<file path="src/rtl/wb_clkdiv_ctrl_if.sv">
// Wishbone bus between the AHB-to-FPGA bridge (master) and fabric register blocks (slave).
interface wb_clkdiv_ctrl_if #(
    parameter int unsigned ADR_W = 17
) ();
    logic [ADR_W-1:0] WBs_ADR;
    logic             WBs_CYC;
    logic             WBs_STB;
    logic             WBs_WE;
    logic             WBs_RD;
    logic [3:0]       WBs_BYTE_STB;
    logic [31:0]      WBs_WR_DAT;
    logic [31:0]      WBs_RD_DAT;
    logic             WBs_ACK;

    modport master (
        output WBs_ADR, WBs_CYC, WBs_STB, WBs_WE, WBs_RD, WBs_BYTE_STB, WBs_WR_DAT,
        input  WBs_RD_DAT, WBs_ACK
    );

    modport slave (
        input  WBs_ADR, WBs_CYC, WBs_STB, WBs_WE, WBs_RD, WBs_BYTE_STB, WBs_WR_DAT,
        output WBs_RD_DAT, WBs_ACK
    );
endinterface

</file>
<file path="src/rtl/wb_clkdiv_ctrl.sv">
// Wishbone register block driving a programmable clock-enable divider with tick counter,
// sticky tick status and level interrupt; every access is acknowledged after one wait state.
module wb_clkdiv_ctrl #(
    parameter logic [15:0] DEVICE_ID = 16'hABCD,
    parameter logic [15:0] DIV_RST   = 16'd3,
    parameter int unsigned ADR_W     = 17
) (
    input  logic            clk1,
    input  logic            WB_RST_FPGA,
    wb_clkdiv_ctrl_if.slave wb,
    output logic            tick_o,
    output logic            div_en_o,
    output logic            irq_o
);
    localparam logic [2:0] AdrId     = 3'd0;
    localparam logic [2:0] AdrCtrl   = 3'd1;
    localparam logic [2:0] AdrDiv    = 3'd2;
    localparam logic [2:0] AdrStatus = 3'd3;
    localparam logic [2:0] AdrTckCnt = 3'd4;
    localparam logic [2:0] AdrScr    = 3'd5;

    logic        ack_q;
    logic [31:0] rd_dat_q, rd_dat_d;
    logic [1:0]  ctrl_q, ctrl_d;
    logic [15:0] div_q, div_d;
    logic [15:0] cnt_q, cnt_d;
    logic        tick_q, tick_d;
    logic        seen_q, seen_d;
    logic        irq_q;
    logic [31:0] tick_cnt_q, tick_cnt_d;
    logic [31:0] scratch_q, scratch_d;

    logic        req, wr, div_wr;
    logic [2:0]  adr;
    logic [3:0]  be;
    logic [31:0] wdat;

    // Address bits outside [4:2] and the RD hint are not needed for decode.
    logic unused_ok;
    assign unused_ok = ^{wb.WBs_ADR[ADR_W-1:5], wb.WBs_ADR[1:0], wb.WBs_RD};

    assign adr    = wb.WBs_ADR[4:2];
    assign be     = wb.WBs_BYTE_STB;
    assign wdat   = wb.WBs_WR_DAT;
    assign req    = wb.WBs_CYC & wb.WBs_STB & ~ack_q;
    assign wr     = req & wb.WBs_WE;
    assign div_wr = wr && (adr == AdrDiv) && (be[1:0] != 2'b00);

    always_comb begin
        rd_dat_d   = '0;
        ctrl_d     = ctrl_q;
        div_d      = div_q;
        scratch_d  = scratch_q;
        cnt_d      = cnt_q;
        tick_d     = 1'b0;
        tick_cnt_d = tick_cnt_q;
        seen_d     = seen_q;

        if (req && !wb.WBs_WE) begin
            unique case (adr)
                AdrId:     rd_dat_d = {16'h0, DEVICE_ID};
                AdrCtrl:   rd_dat_d = {30'h0, ctrl_q};
                AdrDiv:    rd_dat_d = {16'h0, div_q};
                AdrStatus: rd_dat_d = {31'h0, seen_q};
                AdrTckCnt: rd_dat_d = tick_cnt_q;
                AdrScr:    rd_dat_d = scratch_q;
                default:   rd_dat_d = '0;
            endcase
        end

        if (wr && (adr == AdrCtrl) && be[0]) ctrl_d = wdat[1:0];
        if (wr && (adr == AdrDiv)) begin
            if (be[0]) div_d[7:0]  = wdat[7:0];
            if (be[1]) div_d[15:8] = wdat[15:8];
        end
        if (wr && (adr == AdrScr)) begin
            for (int i = 0; i < 4; i++) begin
                if (be[i]) scratch_d[8*i +: 8] = wdat[8*i +: 8];
            end
        end

        // A DIV write restarts the period and swallows a tick due on the same edge.
        if (!ctrl_q[0] || div_wr) begin
            cnt_d = '0;
        end else if (cnt_q == div_q) begin
            cnt_d  = '0;
            tick_d = 1'b1;
        end else begin
            cnt_d = cnt_q + 16'd1;
        end

        if (wr && (adr == AdrTckCnt) && be[0]) tick_cnt_d = '0;
        else if (tick_q)                       tick_cnt_d = tick_cnt_q + 32'd1;

        if (tick_q)                                           seen_d = 1'b1;
        else if (wr && (adr == AdrStatus) && be[0] && wdat[0]) seen_d = 1'b0;
    end

    always_ff @(posedge clk1 or posedge WB_RST_FPGA) begin
        if (WB_RST_FPGA) begin
            ack_q      <= 1'b0;
            rd_dat_q   <= '0;
            ctrl_q     <= '0;
            div_q      <= DIV_RST;
            cnt_q      <= '0;
            tick_q     <= 1'b0;
            seen_q     <= 1'b0;
            irq_q      <= 1'b0;
            tick_cnt_q <= '0;
            scratch_q  <= '0;
        end else begin
            ack_q      <= req;
            rd_dat_q   <= rd_dat_d;
            ctrl_q     <= ctrl_d;
            div_q      <= div_d;
            cnt_q      <= cnt_d;
            tick_q     <= tick_d;
            seen_q     <= seen_d;
            irq_q      <= ctrl_q[1] & seen_q;
            tick_cnt_q <= tick_cnt_d;
            scratch_q  <= scratch_d;
        end
    end

    assign wb.WBs_ACK    = ack_q;
    assign wb.WBs_RD_DAT = rd_dat_q;
    assign tick_o        = tick_q;
    assign div_en_o      = ctrl_q[0];
    assign irq_o         = irq_q;
endmodule

</file>
<file path="src/flat_wrapper.sv">
// flat-port wrapper written by rule: the top's interface ports become plain ports
module wb_clkdiv_ctrl_flat 
#(
    parameter logic [15:0] DEVICE_ID = 16'hABCD,
    parameter logic [15:0] DIV_RST   = 16'd3,
    parameter int unsigned ADR_W     = 17
)
  (clk1, WB_RST_FPGA, tick_o, div_en_o, irq_o, wb_WBs_ADR, wb_WBs_CYC, wb_WBs_STB, wb_WBs_WE, wb_WBs_RD, wb_WBs_BYTE_STB, wb_WBs_WR_DAT, wb_WBs_RD_DAT, wb_WBs_ACK);
  wb_clkdiv_ctrl_if #(.ADR_W(ADR_W)) wb_i ();
  input  logic clk1;
  input  logic WB_RST_FPGA;
  output logic tick_o;
  output logic div_en_o;
  output logic irq_o;
  input wire logic [$bits(wb_i.WBs_ADR)-1:0] wb_WBs_ADR;
  input wire logic [$bits(wb_i.WBs_CYC)-1:0] wb_WBs_CYC;
  input wire logic [$bits(wb_i.WBs_STB)-1:0] wb_WBs_STB;
  input wire logic [$bits(wb_i.WBs_WE)-1:0] wb_WBs_WE;
  input wire logic [$bits(wb_i.WBs_RD)-1:0] wb_WBs_RD;
  input wire logic [$bits(wb_i.WBs_BYTE_STB)-1:0] wb_WBs_BYTE_STB;
  input wire logic [$bits(wb_i.WBs_WR_DAT)-1:0] wb_WBs_WR_DAT;
  output wire logic [$bits(wb_i.WBs_RD_DAT)-1:0] wb_WBs_RD_DAT;
  output wire logic [$bits(wb_i.WBs_ACK)-1:0] wb_WBs_ACK;
  assign wb_i.WBs_ADR = wb_WBs_ADR;
  assign wb_i.WBs_CYC = wb_WBs_CYC;
  assign wb_i.WBs_STB = wb_WBs_STB;
  assign wb_i.WBs_WE = wb_WBs_WE;
  assign wb_i.WBs_RD = wb_WBs_RD;
  assign wb_i.WBs_BYTE_STB = wb_WBs_BYTE_STB;
  assign wb_i.WBs_WR_DAT = wb_WBs_WR_DAT;
  assign wb_WBs_RD_DAT = wb_i.WBs_RD_DAT;
  assign wb_WBs_ACK = wb_i.WBs_ACK;
  wb_clkdiv_ctrl #(.DEVICE_ID(DEVICE_ID), .DIV_RST(DIV_RST), .ADR_W(ADR_W)) u_core (.clk1(clk1), .WB_RST_FPGA(WB_RST_FPGA), .wb(wb_i), .tick_o(tick_o), .div_en_o(div_en_o), .irq_o(irq_o));
endmodule
</file>
<file path="config.mk">
export PLATFORM = sky130hd
export DESIGN_NAME = wb_clkdiv_ctrl_flat
export DESIGN_NICKNAME = d
export VERILOG_FILES = /design/src/rtl/wb_clkdiv_ctrl_if.sv /design/src/rtl/wb_clkdiv_ctrl.sv /design/src/flat_wrapper.sv
export SDC_FILE = /design/constraint.sdc
export NUM_CORES = 1
export LEC_CHECK = 0
export CELL_PAD_IN_SITES_DETAIL_PLACEMENT = 1
export CELL_PAD_IN_SITES_GLOBAL_PLACEMENT = 1
export CORE_MARGIN = 2
export CORE_UTILIZATION = 35
export CTS_CLUSTER_DIAMETER = 60
export DETAILED_ROUTE_END_ITERATION = 16
export PLACE_DENSITY = 0.74
export RECOVER_POWER = 50
export SLEW_MARGIN = 5
export SYNTH_ARGS = -nofsm -noshare
export SYNTH_HDL_FRONTEND = slang
export SYNTH_SLANG_ARGS = --single-unit
</file>
<file path="constraint.sdc">
create_clock -name clk1 -period 13.25 [get_ports clk1]
set_input_delay 3.975 -clock clk1 [delete_from_list [all_inputs] [get_ports clk1]]
set_output_delay 3.975 -clock clk1 [all_outputs]
set_load 0.02 [all_outputs]
</file>
==> impl_metrics.xml <==
<?xml version="1.0" encoding="UTF-8"?>
<metrics>
  <group name="yosys">
    <metric name="netlist_area" unit="um^2">6280</metric>
    <metric name="ys_seq_area_frac" unit="">0.534</metric>
    <metric name="ys_ff_latch" unit="">134</metric>
    <metric name="async_flop_share" unit="">1.00</metric>
    <metric name="ys_top_cells_by_count" unit="">sky130_fd_sc_hd__dfrtp_1 (132), sky130_fd_sc_hd__mux2_2 (51), sky130_fd_sc_hd__nand2_1 (46), sky130_fd_sc_hd__nor2_1 (38), sky130_fd_sc_hd__a21oi_1 (32)</metric>
    <metric name="synth_area_leader_cell" unit="">sky130_fd_sc_hd__dfrtp_1</metric>
    <metric name="post-synth-top-count-cell" unit="">sky130_fd_sc_hd__dfrtp_1</metric>
    <metric name="synth_ff_type" unit="">sky130_fd_sc_hd__dfrtp_1</metric>
    <metric name="post_synth_main_area_contributors" unit="">sky130_fd_sc_hd__dfrtp_1 (53%), sky130_fd_sc_hd__mux2_2 (9.1%), sky130_fd_sc_hd__xnor2_1 (3.8%)</metric>
    <metric name="yosys_synthesis_warning_count" unit="">0</metric>
    <metric name="synth.avg_cell_area" unit="um^2">10.9</metric>
    <metric name="synth_edf_count" unit="">0</metric>
    <metric name="mappedNetlistNets" unit="">637</metric>
    <metric name="synth.lib_cells_used.distinct" unit="">51</metric>
    <metric name="yosys.area.top_type_share" unit="">0.526</metric>
    <metric name="post_synth_inst_count" unit="">576</metric>
  </group>
  <group name="min_path">
    <metric name="min_delay_worst_endpoint" unit="">u_core.wb.WBs_ACK</metric>
    <metric name="worstHoldPathType" unit="">reg2reg</metric>
    <metric name="hold_path.startpoint" unit="">u_core.wb.WBs_ACK</metric>
    <metric name="min_path_cells" unit="">1</metric>
  </group>
  <group name="critical_path">
    <metric name="worstPathRequired" unit="ps">13650</metric>
    <metric name="path_class" unit="">in2async</metric>
    <metric name="critical_path.endpoint_type" unit="">asynchronous set/reset pin</metric>
    <metric name="r2r-start" unit="">u_core.tick_o</metric>
    <metric name="worstReg2RegEnd" unit="">u_core.tick_cnt_q[25]</metric>
    <metric name="rr_worst_depth" unit="">4</metric>
    <metric name="regToRegSetupSlack" unit="ps">10710</metric>
    <metric name="arrival" unit="ps">6970</metric>
    <metric name="critical_path_peak_fanout" unit="">79</metric>
    <metric name="cp-start-kind" unit="">input port</metric>
  </group>
  <group name="die">
    <metric name="fp.dieArea" unit="um^2">19000</metric>
    <metric name="die_y" unit="um">138</metric>
    <metric name="die_wd" unit="um">138</metric>
    <metric name="fp.coreArea" unit="um^2">17400</metric>
    <metric name="floorplan.initialDensity" unit="">0.360</metric>
    <metric name="num_io_pins" unit="">95</metric>
    <metric name="fp-row-count" unit="">48</metric>
  </group>
  <group name="detailed_routing">
    <metric name="detailroute.wirelength.met2" unit="um">8630</metric>
    <metric name="drtIter0Drc" unit="">272</metric>
    <metric name="post-route-drc-count" unit="">0</metric>
    <metric name="routed-wl-met3" unit="um">654</metric>
    <metric name="top_layer_used" unit="">met4</metric>
    <metric name="number_of_vias_per_cell_after_detailed_routing" unit="">5.52</metric>
    <metric name="antenna_violating_nets_post_route" unit="">0</metric>
    <metric name="firstDrtPassIters" unit="">5</metric>
    <metric name="routedWlPerCell" unit="um">19.7</metric>
    <metric name="routed_wirelength" unit="um">17400</metric>
    <metric name="dr_total_vias" unit="">4878</metric>
    <metric name="drt-met1-wl" unit="um">7820</metric>
  </group>
  <group name="place">
    <metric name="dpl-instance-area" unit="um^2">7250</metric>
    <metric name="post-dp-hpwl" unit="um">11900</metric>
    <metric name="place_worst_setup_slack" unit="ps">6770</metric>
    <metric name="dpl.cell_count" unit="">852</metric>
    <metric name="finalWeightedCongestion" unit="">0.836</metric>
    <metric name="port-buffer-count" unit="">79</metric>
  </group>
  <group name="final_layout">
    <metric name="final_design_area_no_fill" unit="um^2">7840</metric>
    <metric name="fin_nets" unit="">707</metric>
    <metric name="layout-drive-gt1-share" unit="">0.159</metric>
    <metric name="core_occupancy_in_the_finished_layout" unit="">0.450</metric>
    <metric name="antenna-diode-count" unit="">0</metric>
    <metric name="layoutNonFillerInstCount" unit="">884</metric>
    <metric name="area.growth.synth_to_final" unit="%">24.8</metric>
  </group>
  <group name="global_routing">
    <metric name="gr-total-overflow" unit="">0</metric>
    <metric name="grt_max_degree" unit="">80</metric>
    <metric name="grt_pass1_vias" unit="">5241</metric>
    <metric name="all_layer_global_routing_usage" unit="">0.194</metric>
    <metric name="antenna_found_initial" unit="">0</metric>
    <metric name="first_pass_grt_wire_length" unit="um">27900</metric>
  </group>
  <group name="sta">
    <metric name="setup_total_negative_slack" unit="ps">0</metric>
    <metric name="fin_crit_sh" unit="">0.496</metric>
    <metric name="layout_min_cycle_time" unit="ps">6570</metric>
    <metric name="max_slew_margin" unit="">-0.661</metric>
    <metric name="setup_violations" unit="">0</metric>
    <metric name="finClkSkew" unit="ps">5.84</metric>
    <metric name="final-hold-violation-count" unit="">0</metric>
    <metric name="maxClockFrequency" unit="MHz">152</metric>
    <metric name="max_slew.worst_pin.slew" unit="ps">2480</metric>
    <metric name="timing.final.max_slew_violations" unit="">57</metric>
    <metric name="grt_setup_unrepaired" unit="">false</metric>
    <metric name="final_critical_path_setup_slack" unit="ps">6680</metric>
    <metric name="worst_hold_slack" unit="ps">456</metric>
  </group>
  <group name="outcome">
    <metric name="status" unit="">finished, violations left</metric>
    <metric name="violations" unit="">capacitance limit, slew limit</metric>
  </group>
  <group name="clocking">
    <metric name="post_cts_buffers" unit="">0</metric>
    <metric name="ctsLongestPathBuffers" unit="">2</metric>
    <metric name="cts_buffers" unit="">17</metric>
    <metric name="ctsResizeCount" unit="">0</metric>
    <metric name="h-tree-depth" unit="">4</metric>
    <metric name="worstSkewPairLatency" unit="ps">420</metric>
    <metric name="cts_tree" unit="">done</metric>
    <metric name="cts_hold_repair.buffers" unit="">0</metric>
    <metric name="tritoncts_num_sinks" unit="">134</metric>
    <metric name="ctsRootBufferMaster" unit="">sky130_fd_sc_hd__clkbuf_16</metric>
    <metric name="worst_setup_hold_path_clk_slew" unit="ps">60</metric>
  </group>
  <group name="power_and_ir_drop">
    <metric name="post-layout-total-power" unit="mW">1.16</metric>
    <metric name="power_per_cell_area" unit="nW/um^2">148</metric>
    <metric name="worst_voltage_drop_across_the_vdd_grid" unit="mV">0.109</metric>
    <metric name="p_leak" unit="nW">3.33</metric>
  </group>
  <group name="flow_run">
    <metric name="cap_violations" unit="">1</metric>
  </group>
</metrics>
==> layer usage <==
layer | global-route usage | vias up
met5 | 0 | -
met4 | 0.0697 | 0
met3 | 0.0355 | 24
met2 | 0.334 | 107
met1 | 0.245 | 2526
li1 | - | 2221
==> worst max path at each step <==
stage                              from                    end  slack [ps]  depth (start not counted)
after detailed placement  wb_WBs_ADR[4]  u_core.tick_cnt_q[11]        6770                          5
after floorplan             WB_RST_FPGA        u_core.cnt_q[0]        5700                          1
after global routing        WB_RST_FPGA          u_core.seen_q        6190                          3
after global placement    wb_WBs_ADR[4]    u_core.scratch_q[7]        6820                          6
after CTS                 wb_WBs_ADR[4]   u_core.tick_cnt_q[0]        7200                          5
final                       WB_RST_FPGA  u_core.tick_cnt_q[27]        6680                          3
==> sequential cells by signal (all words and copies together), names as in the netlist <==
signal                count
u_core.scratch_q         32
u_core.tick_cnt_q        32
u_core.wb.WBs_RD_DAT     32
u_core.cnt_q             16
u_core.div_q             16
u_core.ctrl_q             2
u_core.irq_o              1
u_core.seen_q             1
u_core.tick_o             1
u_core.wb.WBs_ACK         1
==> power by group <==
group / internal (mW) / switching, mW / total (mW) / leakage (nW)
logic: 0.0771 / 0.0950 / 0.172 / 1.30
clock network: 0.283 / 0.189 / 0.472 / 0.279
registers: 0.458 / 0.0611 / 0.519 / 1.75
total: 0.818 / 0.345 / 1.16 / 3.33
==> cell usage in the layout (no fill, tap or decap), types with 4 or more instances in the layout <==
cell type / count
sky130_fd_sc_hd__and3_1: 5
sky130_fd_sc_hd__a21o_1: 6
sky130_fd_sc_hd__clkinvlp_4: 4
sky130_fd_sc_hd__mux2_2: 51
sky130_fd_sc_hd__nand2_1: 46
sky130_fd_sc_hd__inv_1: 5
sky130_fd_sc_hd__xnor2_1: 27
sky130_fd_sc_hd__a22oi_1: 16
sky130_fd_sc_hd__xor2_1: 8
sky130_fd_sc_hd__nand3_1: 21
sky130_fd_sc_hd__nand4_1: 13
sky130_fd_sc_hd__nor2b_1: 6
sky130_fd_sc_hd__a21oi_1: 32
sky130_fd_sc_hd__o31ai_1: 11
sky130_fd_sc_hd__or4_1: 13
sky130_fd_sc_hd__clkinv_4: 4
sky130_fd_sc_hd__clkbuf_16: 17
sky130_fd_sc_hd__buf_4: 5
sky130_fd_sc_hd__nor2_1: 38
sky130_fd_sc_hd__dfrtp_1: 132
sky130_fd_sc_hd__mux2i_1: 13
sky130_fd_sc_hd__o21ai_0: 15
sky130_fd_sc_hd__or3_1: 8
sky130_fd_sc_hd__clkdlybuf4s50_1: 41
sky130_fd_sc_hd__nor4_1: 7
sky130_fd_sc_hd__nand2b_1: 8
sky130_fd_sc_hd__dlygate4sd3_1: 38
sky130_fd_sc_hd__nor3_1: 18
==> kinds of logic (layout without fill, tap and decap cells) <==
logic type	count (synthesis)	after routing	share of synthesized area
compound gates	94	94	0.0947
xor+xnor	35	35	0.0488
fa+ha+maj	2	2	0.00399
buf+inv	39	122	0.0283
flops	134	134	0.534
mux	64	64	0.112
simple gates	208	208	0.178
==> worst max-delay path, cell delays in order <==
cell                            delay, ps
sky130_fd_sc_hd__dlygate4sd3_1        540
sky130_fd_sc_hd__clkinvlp_2          1400
sky130_fd_sc_hd__buf_4                970
==> cell type report <==
class,instances,area (um^2)
inverters,6,23.8
fillers,1867,9580
multi-input cells,403,2760
well taps,225,282
clock inverters,14,153
clock buffers,18,439
flip-flops and latches,134,3360
repair buffers,84,828
Power figures use the tool's default switching activity.
